<file path="config.mk">
export PLATFORM = sky130hd
export DESIGN_NAME = keypad_key_debounce_flat
export DESIGN_NICKNAME = d
export VERILOG_FILES = /design/src/rtl/keypad_pkg.sv /design/src/rtl/keypad_key_debounce_if.sv /design/src/rtl/keypad_round_sampler.sv /design/src/rtl/keypad_key_debounce.sv /design/src/flat_wrapper.sv
export SDC_FILE = /design/constraint.sdc
export NUM_CORES = 1
export LEC_CHECK = 0
export CAP_MARGIN = 25
export CORE_ASPECT_RATIO = 0.6
export CORE_UTILIZATION = 45
export CTS_BUF_LIST = sky130_fd_sc_hd__clkbuf_16
export DETAILED_ROUTE_END_ITERATION = 12
export DONT_BUFFER_PORTS = 1
export GPL_ROUTABILITY_DRIVEN = 0
export PLACE_DENSITY = 0.59
export SYNTH_ARGS = -nofsm -noshare
export SYNTH_HDL_FRONTEND = slang
export SYNTH_SLANG_ARGS = --single-unit
</file>
<file path="constraint.sdc">
create_clock -name Clk -period 2.8 [get_ports Clk]
set_input_delay 0.28 -clock Clk [delete_from_list [all_inputs] [get_ports Clk]]
set_output_delay 0.28 -clock Clk [all_outputs]
set_load 0.02 [all_outputs]
</file>
<file path="src/rtl/keypad_pkg.sv">
// rtl/keypad_pkg.sv - shared constants, decode helpers and enums for the keypad debouncer
//
// Purpose: single source for the keypad scan/read encodings, the column/row
// decode helpers, the debounce FSM state type and the per-round result type.
// Ports: none (package).
package keypad_pkg;

  // Active-low column drive patterns, column 0..3.
  localparam logic [3:0] SCAN_COL0 = 4'b1110;
  localparam logic [3:0] SCAN_COL1 = 4'b1101;
  localparam logic [3:0] SCAN_COL2 = 4'b1011;
  localparam logic [3:0] SCAN_COL3 = 4'b0111;

  // Active-low row sense patterns, row 0..3 (row 0 is the MSB).
  localparam logic [3:0] READ_ROW0 = 4'b0111;
  localparam logic [3:0] READ_ROW1 = 4'b1011;
  localparam logic [3:0] READ_ROW2 = 4'b1101;
  localparam logic [3:0] READ_ROW3 = 4'b1110;
  localparam logic [3:0] READ_NONE = 4'b1111;

  typedef enum logic [1:0] {
    ST_IDLE,
    ST_PRESS,
    ST_HELD,
    ST_RELEASE
  } key_state_e;

  typedef enum logic [1:0] {
    RES_NONE,
    RES_ONE,
    RES_MULTI
  } round_res_e;

  function automatic logic scan_is_valid(input logic [3:0] s);
    return (s == SCAN_COL0) || (s == SCAN_COL1) || (s == SCAN_COL2) || (s == SCAN_COL3);
  endfunction

  function automatic logic [1:0] scan_to_col(input logic [3:0] s);
    logic [1:0] col;
    case (s)
      SCAN_COL1: col = 2'd1;
      SCAN_COL2: col = 2'd2;
      SCAN_COL3: col = 2'd3;
      default:   col = 2'd0;
    endcase
    return col;
  endfunction

  function automatic logic read_is_single(input logic [3:0] r);
    return (r == READ_ROW0) || (r == READ_ROW1) || (r == READ_ROW2) || (r == READ_ROW3);
  endfunction

  function automatic logic [1:0] read_to_row(input logic [3:0] r);
    logic [1:0] row;
    case (r)
      READ_ROW1: row = 2'd1;
      READ_ROW2: row = 2'd2;
      READ_ROW3: row = 2'd3;
      default:   row = 2'd0;
    endcase
    return row;
  endfunction

  function automatic logic [7:0] sat_inc8(input logic [7:0] v);
    return (v == 8'hFF) ? v : v + 8'd1;
  endfunction

endpackage

</file>
<file path="src/rtl/keypad_key_debounce_if.sv">
// rtl/keypad_key_debounce_if.sv - keypad scan bus plus debounced key event outputs
//
// Purpose: bundles the scanner-side inputs and the key event outputs.
// Signals:
//   scan      [3:0] active-low column drive from the scanner
//   read      [3:0] active-low row sense from the keypad
//   key_code  [3:0] hex value of the last accepted key
//   key_valid       1-cycle strobe, key_code newly accepted or repeated
//   key_held        high while the accepted key remains pressed
//   multi_err       1-cycle strobe, a round ended with more than one key
// Modports: master drives scan/read (scanner side), slave is the debouncer.
interface keypad_key_debounce_if;
  logic [3:0] scan;
  logic [3:0] read;
  logic [3:0] key_code;
  logic       key_valid;
  logic       key_held;
  logic       multi_err;

  modport master (
    output scan,
    output read,
    input  key_code,
    input  key_valid,
    input  key_held,
    input  multi_err
  );

  modport slave (
    input  scan,
    input  read,
    output key_code,
    output key_valid,
    output key_held,
    output multi_err
  );
endinterface

</file>
<file path="src/rtl/keypad_round_sampler.sv">
// rtl/keypad_round_sampler.sv - settle timing, per-phase read sampling and round result
//
// Purpose: watches the column drive, waits SETTLE_CYC cycles after every
// change, samples the row sense once per phase and summarises each complete
// scan round as NONE / ONE(code) / MULTI.
// Ports:
//   Clk, Rst          clock, synchronous active-high reset
//   scan [3:0]        active-low column drive
//   read [3:0]        active-low row sense
//   round_done        1-cycle strobe, a complete round just ended
//   round_res         result of that round
//   round_code [3:0]  key code {row,col} when round_res is ONE
module keypad_round_sampler
  import keypad_pkg::*;
#(
  parameter int SETTLE_CYC = 16
) (
  input  logic       Clk,
  input  logic       Rst,
  input  logic [3:0] scan,
  input  logic [3:0] read,
  output logic       round_done,
  output round_res_e round_res,
  output logic [3:0] round_code
);

  localparam int SW = $clog2(SETTLE_CYC + 1);
  localparam logic [SW-1:0] SETTLE_LAST = SW'(SETTLE_CYC - 1);
  localparam logic [SW-1:0] SETTLE_SAT  = SW'(SETTLE_CYC);

  logic [3:0]    scan_q, scan_d;
  logic [SW-1:0] settle_q, settle_d;
  logic [3:0]    col_seen_q, col_seen_d;
  logic          hit_q, hit_d;
  logic          multi_q, multi_d;
  logic [3:0]    code_q, code_d;
  logic          round_done_q, round_done_d;
  round_res_e    round_res_q, round_res_d;
  logic [3:0]    round_code_q, round_code_d;

  always_comb begin
    scan_d       = scan;
    settle_d     = settle_q;
    col_seen_d   = col_seen_q;
    hit_d        = hit_q;
    multi_d      = multi_q;
    code_d       = code_q;
    round_done_d = 1'b0;
    round_res_d  = round_res_q;
    round_code_d = round_code_q;

    if (scan != scan_q) begin
      settle_d = '0;
      // Entering column 0 closes the round; only a round with every column
      // sampled is reported, anything partial is silently dropped.
      if (scan == SCAN_COL0) begin
        if (col_seen_q == 4'hF) begin
          round_done_d = 1'b1;
          round_code_d = code_q;
          if (multi_q) begin
            round_res_d = RES_MULTI;
          end else if (hit_q) begin
            round_res_d = RES_ONE;
          end else begin
            round_res_d = RES_NONE;
          end
        end
        col_seen_d = '0;
        hit_d      = 1'b0;
        multi_d    = 1'b0;
        code_d     = '0;
      end
    end else if (settle_q != SETTLE_SAT) begin
      // Counter parks at SETTLE_CYC so the read is taken exactly once per phase.
      settle_d = settle_q + 1'b1;
      if ((settle_q == SETTLE_LAST) && scan_is_valid(scan_q)) begin
        col_seen_d[scan_to_col(scan_q)] = 1'b1;
        if (read != READ_NONE) begin
          if (read_is_single(read)) begin
            // A second hit anywhere in the round makes it ambiguous.
            if (hit_q) begin
              multi_d = 1'b1;
            end else begin
              hit_d  = 1'b1;
              code_d = {read_to_row(read), scan_to_col(scan_q)};
            end
          end else begin
            multi_d = 1'b1;
          end
        end
      end
    end
  end

  always_ff @(posedge Clk) begin
    if (Rst) begin
      scan_q       <= 4'b1111;
      settle_q     <= '0;
      col_seen_q   <= '0;
      hit_q        <= 1'b0;
      multi_q      <= 1'b0;
      code_q       <= '0;
      round_done_q <= 1'b0;
      round_res_q  <= RES_NONE;
      round_code_q <= '0;
    end else begin
      scan_q       <= scan_d;
      settle_q     <= settle_d;
      col_seen_q   <= col_seen_d;
      hit_q        <= hit_d;
      multi_q      <= multi_d;
      code_q       <= code_d;
      round_done_q <= round_done_d;
      round_res_q  <= round_res_d;
      round_code_q <= round_code_d;
    end
  end

  assign round_done = round_done_q;
  assign round_res  = round_res_q;
  assign round_code = round_code_q;

endmodule

</file>
<file path="src/rtl/keypad_key_debounce.sv">
// rtl/keypad_key_debounce.sv - debounced key event generator for a 4x4 hex keypad
//
// Purpose: turns complete scan rounds into one key event per physical press,
// requiring DEB_ROUNDS identical rounds to accept a press or a release.
// Optional feature macro: KEYPAD_REPEAT_EN (auto-repeat of key_valid while held,
// first at RPT_DELAY rounds after acceptance, then every RPT_RATE rounds).
// Ports:
//   Clk, Rst   clock, synchronous active-high reset
//   kp         keypad_key_debounce_if.slave: scan/read in, key_code,
//              key_valid, key_held, multi_err out
module keypad_key_debounce
  import keypad_pkg::*;
#(
  parameter int SETTLE_CYC = 16,
  parameter int DEB_ROUNDS = 3
`ifdef KEYPAD_REPEAT_EN
  ,
  parameter int RPT_DELAY  = 25,
  parameter int RPT_RATE   = 5
`endif
) (
  input  logic                  Clk,
  input  logic                  Rst,
  keypad_key_debounce_if.slave  kp
);

  localparam logic [7:0] DEB_LIM = 8'(DEB_ROUNDS);

  logic       round_done;
  round_res_e round_res;
  logic [3:0] round_code;

  keypad_round_sampler #(
    .SETTLE_CYC (SETTLE_CYC)
  ) u_sampler (
    .Clk        (Clk),
    .Rst        (Rst),
    .scan       (kp.scan),
    .read       (kp.read),
    .round_done (round_done),
    .round_res  (round_res),
    .round_code (round_code)
  );

  key_state_e state_q, state_d;
  logic [3:0] cand_q, cand_d;
  logic [7:0] cnt_q, cnt_d;
  logic [3:0] key_code_q, key_code_d;
  logic       key_valid_q, key_valid_d;
  logic       key_held_q, key_held_d;
  logic       multi_err_q, multi_err_d;

  logic [7:0] cnt_inc;
  logic       is_one;
  logic       is_none;
  logic       accept;
  logic [3:0] accept_code;
  logic       released;

`ifdef KEYPAD_REPEAT_EN
  localparam logic [7:0] RPT_DELAY_L = 8'(RPT_DELAY);
  localparam logic [7:0] RPT_RATE_L  = 8'(RPT_RATE);

  logic [7:0] rpt_cnt_q, rpt_cnt_d;
  logic       rpt_first_q, rpt_first_d;
  logic [7:0] rpt_nxt;
`endif

  always_comb begin
    state_d     = state_q;
    cand_d      = cand_q;
    cnt_d       = cnt_q;
    key_code_d  = key_code_q;
    key_valid_d = 1'b0;
    key_held_d  = key_held_q;
    multi_err_d = 1'b0;
    cnt_inc     = sat_inc8(cnt_q);
    is_one      = (round_res == RES_ONE);
    is_none     = (round_res == RES_NONE);
    accept      = 1'b0;
    accept_code = round_code;
    released    = 1'b0;
`ifdef KEYPAD_REPEAT_EN
    rpt_cnt_d   = rpt_cnt_q;
    rpt_first_d = rpt_first_q;
    rpt_nxt     = sat_inc8(rpt_cnt_q);
`endif

    if (round_done) begin
      multi_err_d = (round_res == RES_MULTI);
      case (state_q)
        ST_IDLE: begin
          if (is_one) begin
            cand_d = round_code;
            // With a single-round debounce there is no PRESS dwell.
            if (8'd1 >= DEB_LIM) begin
              accept = 1'b1;
            end else begin
              state_d = ST_PRESS;
              cnt_d   = 8'd1;
            end
          end
        end
        ST_PRESS: begin
          if (is_one && (round_code == cand_q)) begin
            if (cnt_inc >= DEB_LIM) begin
              accept      = 1'b1;
              accept_code = cand_q;
            end else begin
              cnt_d = cnt_inc;
            end
          end else if (is_one) begin
            cand_d = round_code;
            cnt_d  = 8'd1;
          end else begin
            state_d = ST_IDLE;
            cnt_d   = 8'd0;
          end
        end
        ST_HELD: begin
          if (is_none) begin
            if (8'd1 >= DEB_LIM) begin
              released = 1'b1;
            end else begin
              state_d = ST_RELEASE;
              cnt_d   = 8'd1;
            end
          end
`ifdef KEYPAD_REPEAT_EN
          else begin
            // Count rounds spent held; first target is the initial delay,
            // afterwards the repeat period.
            if (rpt_nxt == (rpt_first_q ? RPT_RATE_L : RPT_DELAY_L)) begin
              key_valid_d = 1'b1;
              rpt_cnt_d   = 8'd0;
              rpt_first_d = 1'b1;
            end else begin
              rpt_cnt_d = rpt_nxt;
            end
          end
`endif
        end
        ST_RELEASE: begin
          if (is_none) begin
            if (cnt_inc >= DEB_LIM) begin
              released = 1'b1;
            end else begin
              cnt_d = cnt_inc;
            end
          end else if (is_one && (round_code == key_code_q)) begin
            // Release bounce: same key back, resume holding without a new event.
            state_d = ST_HELD;
            cnt_d   = 8'd0;
          end else begin
            cnt_d = 8'd1;
          end
        end
        default: begin
          state_d = ST_IDLE;
          cnt_d   = 8'd0;
        end
      endcase

      if (accept) begin
        state_d     = ST_HELD;
        cnt_d       = 8'd0;
        key_code_d  = accept_code;
        key_valid_d = 1'b1;
        key_held_d  = 1'b1;
      end
      if (released) begin
        state_d    = ST_IDLE;
        cnt_d      = 8'd0;
        key_held_d = 1'b0;
      end
    end

`ifdef KEYPAD_REPEAT_EN
    if (state_d != ST_HELD) begin
      rpt_cnt_d   = 8'd0;
      rpt_first_d = 1'b0;
    end
`endif
  end

  always_ff @(posedge Clk) begin
    if (Rst) begin
      state_q     <= ST_IDLE;
      cand_q      <= '0;
      cnt_q       <= '0;
      key_code_q  <= '0;
      key_valid_q <= 1'b0;
      key_held_q  <= 1'b0;
      multi_err_q <= 1'b0;
`ifdef KEYPAD_REPEAT_EN
      rpt_cnt_q   <= '0;
      rpt_first_q <= 1'b0;
`endif
    end else begin
      state_q     <= state_d;
      cand_q      <= cand_d;
      cnt_q       <= cnt_d;
      key_code_q  <= key_code_d;
      key_valid_q <= key_valid_d;
      key_held_q  <= key_held_d;
      multi_err_q <= multi_err_d;
`ifdef KEYPAD_REPEAT_EN
      rpt_cnt_q   <= rpt_cnt_d;
      rpt_first_q <= rpt_first_d;
`endif
    end
  end

  assign kp.key_code  = key_code_q;
  assign kp.key_valid = key_valid_q;
  assign kp.key_held  = key_held_q;
  assign kp.multi_err = multi_err_q;

endmodule
</file>
<file path="src/flat_wrapper.sv">
// flat-port wrapper written by rule: the top's interface ports become plain ports
module keypad_key_debounce_flat import keypad_pkg::*;
#(
  parameter int SETTLE_CYC = 16,
  parameter int DEB_ROUNDS = 3

)
  (Clk, Rst, kp_scan, kp_read, kp_key_code, kp_key_valid, kp_key_held, kp_multi_err);
  keypad_key_debounce_if kp_i ();
  input  logic Clk;
  input  logic Rst;
  input wire logic [$bits(kp_i.scan)-1:0] kp_scan;
  input wire logic [$bits(kp_i.read)-1:0] kp_read;
  output wire logic [$bits(kp_i.key_code)-1:0] kp_key_code;
  output wire logic [$bits(kp_i.key_valid)-1:0] kp_key_valid;
  output wire logic [$bits(kp_i.key_held)-1:0] kp_key_held;
  output wire logic [$bits(kp_i.multi_err)-1:0] kp_multi_err;
  assign kp_i.scan = kp_scan;
  assign kp_i.read = kp_read;
  assign kp_key_code = kp_i.key_code;
  assign kp_key_valid = kp_i.key_valid;
  assign kp_key_held = kp_i.key_held;
  assign kp_multi_err = kp_i.multi_err;
  keypad_key_debounce #(.SETTLE_CYC(SETTLE_CYC), .DEB_ROUNDS(DEB_ROUNDS)) u_core (.Clk(Clk), .Rst(Rst), .kp(kp_i));
endmodule
</file>
==> run_results.csv, run 1 <==
group,metric,value,unit
timing,max_freq,0.427,GHz
worst_setup_path,rr_startpoint,"u_core.cnt_q[0]$_SDFFE_PP0P_",
cts,h-tree-depth,2,
worst_setup_path,cp_max_fo,7,
cts,cts_hold_buffers,0,
worst_setup_path,cp.arrival,2.53,ns
placement,placedInstanceArea,2330,sq um
floorplanning,die-height,57.3,microns
layout,fillers,437,
power_and_ir_drop,ir_worst_vdd,243,uV
synthesis,avgSynthCellArea,9.00,sq um
hold_path,hold_path_depth,1,
floorplanning,core,4730,sq um
cts,cts-root-buf,"clkbuf_16",
layout,fin_cells,315,
global_routing,grt_max_degree,35,
cts,cts_resized,0,
flow_run,maxCapViolations,0,
floorplanning,ios,17,
route,post_drt_wl_per_cell,14.0,microns
synthesis,syn_area,2290,sq um
hold_path,hold_end,"u_core.state_q[0]$_SDFFE_PP0P_",
global_routing,grt_pass1_wl,7560,microns
layout,layout-drive-gt1-share,0.0556,
route,dr.first_iter.drc_count,65,
layout,syn_to_final_growth,8.56,%
timing,whs,0.0534,ns
timing,rsz0062_at_grt,"false",
placement,dp_hpwl,3150,microns
synthesis,synthCells,255,
route,via_count,1727,
synthesis,ys_types,48,
global_routing,grt-ovfl-total,0,
power_and_ir_drop,p_total,1.38,mW
global_routing,grt_antenna_before_repair,0,
timing,slew_violations,0,
route,first_pass_iters,4,
cts,cts_setup_buffers,0,
timing,hold_viol,0,
worst_setup_path,crit_type,"flip-flop to flip-flop",
cts,insertion_delay,0.29,ns
status,outcome,"completed",
layout,antennaDiodeCount,0,
placement,dp.cells,307,
floorplanning,die-area,5400,sq um
global_routing,grt_pass1_vias,1522,
synthesis,synth_edf_count,0,
global_routing,grt_usage,0.184,
synthesis,syn-num-nets,269,
worst_setup_path,worstRegToRegCells,8,
cts,cts_tree,"done",
timing,setup_slack,0.456,ns
cts,clockBufferDepth,2,
hold_path,min_path_type,"primary input to flip-flop",
worst_setup_path,cp-end-kind,"flip-flop",
power_and_ir_drop,cellPowerDensity,552,nW/um^2
cts,cts_num_sinks,47,
worst_setup_path,required,2.98,ns
floorplanning,rows,19,
synthesis,ys_warn_count,0,
layout,layout_common_cells,"dfxtp_1, nor2_1, mux2i_1",
worst_setup_path,crit_path_start_kind,"flip-flop",
floorplanning,die_x,94.2,microns
hold_path,hp-start,"Rst",
timing,finClkSkew,0.00481,ns
route,post-route-drc-count,0,
cts,path_clk_slew,0.06,ns
worst_setup_path,rrSetupSlack,0.46,ns
layout,nNetsFinal,265,
timing,period_share,0.837,
layout,finalInstanceArea,2490,sq um
timing,setup_viol,0,
route,viasPerCell,5.48,
worst_setup_path,r2r_end,"u_core.kp.key_code[0]$_SDFFE_PP0P_",
route,ant_nets,0,
timing,worst_slew_pin_slew,0.550,ns
route,finalWirelength,4420,microns
placement,numPortBuffers,0,
floorplanning,start_util,0.485,
timing,period_needed,2.34,ns
power_and_ir_drop,leakagePower,0.865,nW
layout,final_common_cell,"dfxtp_1",
placement,dpl_worst_slack,0.462,ns
layout,fin_util,0.527,
timing,max-slew-margin-rel,0.628,
timing,fin_setup_tns,0,ns
synthesis,ys_seq_area_frac,0.410,
cts,cts-buffers-inserted,5,
synthesis,synthArstFlopShare,0,
synthesis,synth-main-ff-cell,"dfxtp_1",
synthesis,synth-seq-cells,47,
[power breakdown]
part / leakage [nW] / switching [mW] / internal (mW)
registers: 0.380 / 0.00810 / 0.673
logic: 0.404 / 0.0171 / 0.0167
clock network: 0.0812 / 0.245 / 0.416
total: 0.865 / 0.270 / 1.11
[cell type report]
cell class,instances,area (sq um),share of cell area
Multi-Input combinational cell,189,1280,0.513
Tap cell,63,78.8,0.0316
Sequential cell,47,941,0.378
Clock buffer,5,125,0.0502
Inverter,8,30.0,0.0121
Clock inverter,3,38.8,0.0156
[metal layers]
| metal | global-route usage | routed length, microns | vias to the layer above |
|---|---|---|---|
| met5 | 0 | 0 | - |
| met4 | 0.0791 | 72 | 0 |
| met3 | 0.0693 | 272 | 8 |
| met2 | 0.222 | 1670 | 46 |
| met1 | 0.280 | 2410 | 772 |
| li1 | - | - | 901 |
[worst max path at each step]
stage | startpoint | to | slack (ns)
finish | u_core.cnt_q[0]$_SDFFE_PP0P_ | u_core.kp.key_code[0]$_SDFFE_PP0P_ | 0.46
global route | u_core.cnt_q[0]$_SDFFE_PP0P_ | u_core.kp.key_code[0]$_SDFFE_PP0P_ | 0.22
CTS | u_core.cnt_q[0]$_SDFFE_PP0P_ | u_core.kp.key_code[0]$_SDFFE_PP0P_ | 0.44
detailed placement | u_core.cnt_q[0]$_SDFFE_PP0P_ | u_core.kp.key_code[0]$_SDFFE_PP0P_ | 0.46
global placement | u_core.cnt_q[0]$_SDFFE_PP0P_ | u_core.kp.key_held$_SDFFE_PP0P_ | 0.52
floorplan | u_core.cnt_q[0]$_SDFFE_PP0P_ | u_core.state_q[0]$_SDFFE_PP0P_ | 0.62
[cells by family (layout without fill, tap and decap cells)]
logic type,after synthesis,in the layout,share of synthesized area
simple gates,107,107,0.263
flops,47,47,0.410
compound gates,42,42,0.126
xor+xnor,21,21,0.0802
buf+inv,19,16,0.0333
mux,15,15,0.0654
fa+ha+maj,4,4,0.0218
[cells in the mapped netlist (2+ instances only)]
cell type / n / area (sq um)
nand4_1: 6 / 37.5
nor3b_1: 2 / 15.0
dfxtp_1: 47 / 941
xnor2_1: 8 / 70.1
ha_1: 4 / 50.1
o2111ai_1: 2 / 17.5
nor3_1: 6 / 30.0
a211oi_1: 2 / 15.0
mux2i_1: 15 / 150
nor4_1: 3 / 18.8
o21ai_1: 3 / 15.0
xor2_1: 13 / 114
clkbuf_1: 7 / 26.3
nor4b_1: 2 / 17.5
buf_2: 4 / 20.0
nor2b_1: 2 / 12.5
nand3b_1: 6 / 45.0
a21oi_1: 14 / 70.1
o21a_1: 6 / 45.0
a21o_1: 2 / 15.0
nand2_1: 13 / 48.8
o21ai_0: 2 / 10.0
nor2_1: 32 / 120
a311oi_1: 3 / 26.3
and3_1: 2 / 12.5
nand3_1: 6 / 30.0
nand4b_1: 2 / 17.5
or2_1: 4 / 25.0
nand2b_1: 5 / 31.3
inv_1: 7 / 26.3
and2_1: 7 / 43.8
or4b_1: 2 / 20.0
[critical path: stages (launching register included)]
cell and delay (ns):
dfxtp_1 0.45, ha_1 0.26, nand4_1 0.15, nor2_1 0.21, a221o_1 0.14, a211o_1 0.22, nor4b_4 0.48, mux2i_1 0.25
nor2_1 0.06
[state kept, by name (all words and copies together) (netlist names)]
| register | flops |
|---|---|
| u_core.kp.multi_err | 1 |
| u_core.kp.key_held | 1 |
| u_core.u_sampler.round_res | 2 |
| u_core.cand_q | 4 |
| u_core.u_sampler.code_q | 4 |
| u_core.u_sampler.round_code | 4 |
| u_core.kp.key_code | 4 |
| u_core.u_sampler.round_done | 1 |
| u_core.u_sampler.scan_q | 4 |
| u_core.kp.key_valid | 1 |
| u_core.state_q | 2 |
| u_core.cnt_q | 8 |
| u_core.u_sampler.col_seen_q | 4 |
| u_core.u_sampler.hit_q | 1 |
| u_core.u_sampler.multi_q | 1 |
| u_core.u_sampler.settle_q | 5 |
Power figures use the tool's default switching activity.
==> run 2, diff against run 1 <==
==> constraint.sdc (replaced) <==
create_clock -name Clk -period 2.4 [get_ports Clk]
set_input_delay 0.24 -clock Clk [delete_from_list [all_inputs] [get_ports Clk]]
set_output_delay 0.24 -clock Clk [all_outputs]
set_load 0.02 [all_outputs]
==> run 2 against run 1 <==
Critical path depth down 1. Utilization is 1.7 points higher. Sequential power rose by 16%. Clock skew is 0.0022 ns higher. Cell area is 3.3% higher. Fmax increased by 3.3%. Via count is 0.58% lower. First-iteration DRC count is 12% lower. Clock power increased by 33%. Non-clock buffer count up 6. Highest routed layer unchanged.
==> run_results.csv, run 2 (same netlist as run 1, synthesis figures left out) <==
group,metric,value,unit
floorplanning,core,4730,sq um
layout,fillers,449,
timing,worst_slew_pin_slew,0.596,ns
route,dr.first_iter.drc_count,57,
worst_setup_path,cp-end-kind,"flip-flop",
timing,rsz0062_at_grt,"false",
power_and_ir_drop,ir_worst_vdd,309,uV
cts,insertion_delay,0.29,ns
cts,cts-root-buf,"clkbuf_16",
global_routing,grt_pass1_wl,7390,microns
timing,max-slew-margin-rel,0.597,
floorplanning,start_util,0.485,
global_routing,grt_max_degree,35,
floorplanning,die-height,57.3,microns
cts,cts_num_sinks,47,
route,post_drt_wl_per_cell,13.5,microns
cts,path_clk_slew,0.06,ns
cts,cts_hold_buffers,0,
timing,slew_violations,0,
worst_setup_path,path_delay_family,"simple AND/OR/NAND/NOR gates",
cts,cts_tree,"done",
layout,top_register,"u_core.cnt_q",
timing,period_share,0.946,
floorplanning,rows,19,
global_routing,grt-ovfl-total,0,
flow_run,maxCapViolations,0,
worst_setup_path,cp_max_fo,7,
route,via_count,1717,
layout,multi_input_area,1290,sq um
floorplanning,die_x,94.2,microns
timing,finClkSkew,0.00701,ns
route,post-route-drc-count,0,
layout,top_regs,"u_core.cnt_q: 8 flops, u_core.u_sampler.settle_q: 5 flops",
global_routing,grt_pass1_vias,1557,
timing,fin_setup_tns,0,ns
worst_setup_path,cp.arrival,2.47,ns
placement,dp_hpwl,3130,microns
route,first_pass_iters,4,
cts,cts-buffers-inserted,5,
floorplanning,die-area,5400,sq um
layout,layout_common_cells,"dfxtp_1, nor2_1, mux2i_1",
placement,numPortBuffers,0,
timing,hold_viol,0,
cts,h-tree-depth,2,
layout,antennaDiodeCount,0,
cts,clockBufferDepth,2,
layout,largest_reg_flops,8,
layout,layout-drive-gt1-share,0.0853,
worst_setup_path,cpMaxStageDelayCell,"or4_1",
timing,setup_viol,0,
global_routing,grt_antenna_before_repair,0,
worst_setup_path,critical_path_buf_inv_count,0,
layout,final_common_cell,"dfxtp_1",
worst_setup_path,crit_type,"flip-flop to flip-flop",
power_and_ir_drop,cellPowerDensity,667,nW/um^2
layout,nNetsFinal,271,
route,viasPerCell,5.35,
hold_path,min_path_type,"primary input to flip-flop",
worst_setup_path,required,2.60,ns
power_and_ir_drop,p_total,1.71,mW
timing,max_freq,0.441,GHz
route,ant_nets,0,
layout,syn_to_final_growth,12.1,%
status,outcome,"completed",
power_and_ir_drop,leakagePower,0.908,nW
worst_setup_path,crit_path_start_kind,"flip-flop",
floorplanning,ios,17,
layout,seqCellArea,941,sq um
worst_setup_path,worstPathCellList,"ha_1 -> nand3_1 -> nor2_1 -> or4_1 -> a211o_4 -> or3_1 -> a221oi_2",
timing,period_needed,2.27,ns
global_routing,grt_usage,0.180,
route,finalWirelength,4330,microns
worst_setup_path,critPathMaxStageDelay,0.41,ns
## run 2: routing by layer
metal  vias to the layer above  global-route usage  part of all wire
li1                        910                   -                 -
met1                       771               0.279              0.58
met2                        32               0.225              0.37
met3                         4              0.0520             0.045
met4                         0              0.0725            0.0048
met5                         -                   0                 0
## run 2: power breakdown
group / total [mW] / internal [mW] / switching (mW)
Combinational: 0.0472 / 0.0228 / 0.0244
Clock: 0.877 / 0.593 / 0.284
Sequential: 0.791 / 0.786 / 0.00499
## run 2: per-stage QoR
| step | util | worst slack [ns] | cell area, sq um | std cells | hold WS, ns |
|---|---|---|---|---|---|
| after floorplan | - | 0.218 | 2290 | 255 | 0.340 |
| after global placement | 0.501 | 0.171 | 2370 | 313 | 0.313 |
| after detailed placement | 0.501 | 0.143 | 2370 | 313 | 0.313 |
| after CTS | 0.541 | 0.119 | 2560 | 321 | 0.0123 |
| after global routing | 0.544 | 0.0206 | 2570 | 321 | 0.00910 |
| final | 0.544 | 0.130 | 2570 | 321 | 0.0215 |
## run 2: worst reg2reg max path, stage by stage, from the launching register on
cell,delay (ns)
dfxtp_1,0.34
ha_1,0.25
nand3_1,0.09
nor2_1,0.04
or4_1,0.41
a211o_4,0.39
or3_1,0.40
a221oi_2,0.26
## run 2: cell type report
type                            instances  area share
Tap cell                               63      0.0306
Sequential cell                        47       0.366
Clock inverter                          3      0.0248
Multi-Input combinational cell        189       0.501
Timing Repair Buffer                    6      0.0175
Clock buffer                            5      0.0486
Inverter                                8      0.0117
## run 2: worst paths after layout
path	from	endpoint	slack (ns)	depth (start not counted)
max	u_core.cnt_q[0]$_SDFFE_PP0P_	u_core.state_q[0]$_SDFFE_PP0P_	0.13	7
min	Rst	u_core.u_sampler.round_res[1]$_SDFFE_PP0P_	0.02	1
max reg2reg	u_core.cnt_q[0]$_SDFFE_PP0P_	u_core.state_q[0]$_SDFFE_PP0P_	0.13	7
min reg2reg	u_core.u_sampler.col_seen_q[1]$_SDFFE_PP0P_	u_core.u_sampler.col_seen_q[1]$_SDFFE_PP0P_	0.47	1
## run 2: what timing repair did
item,CTS,global route
setup endpoints to repair,0,2
resized for setup,0,2
setup buffers,0,0
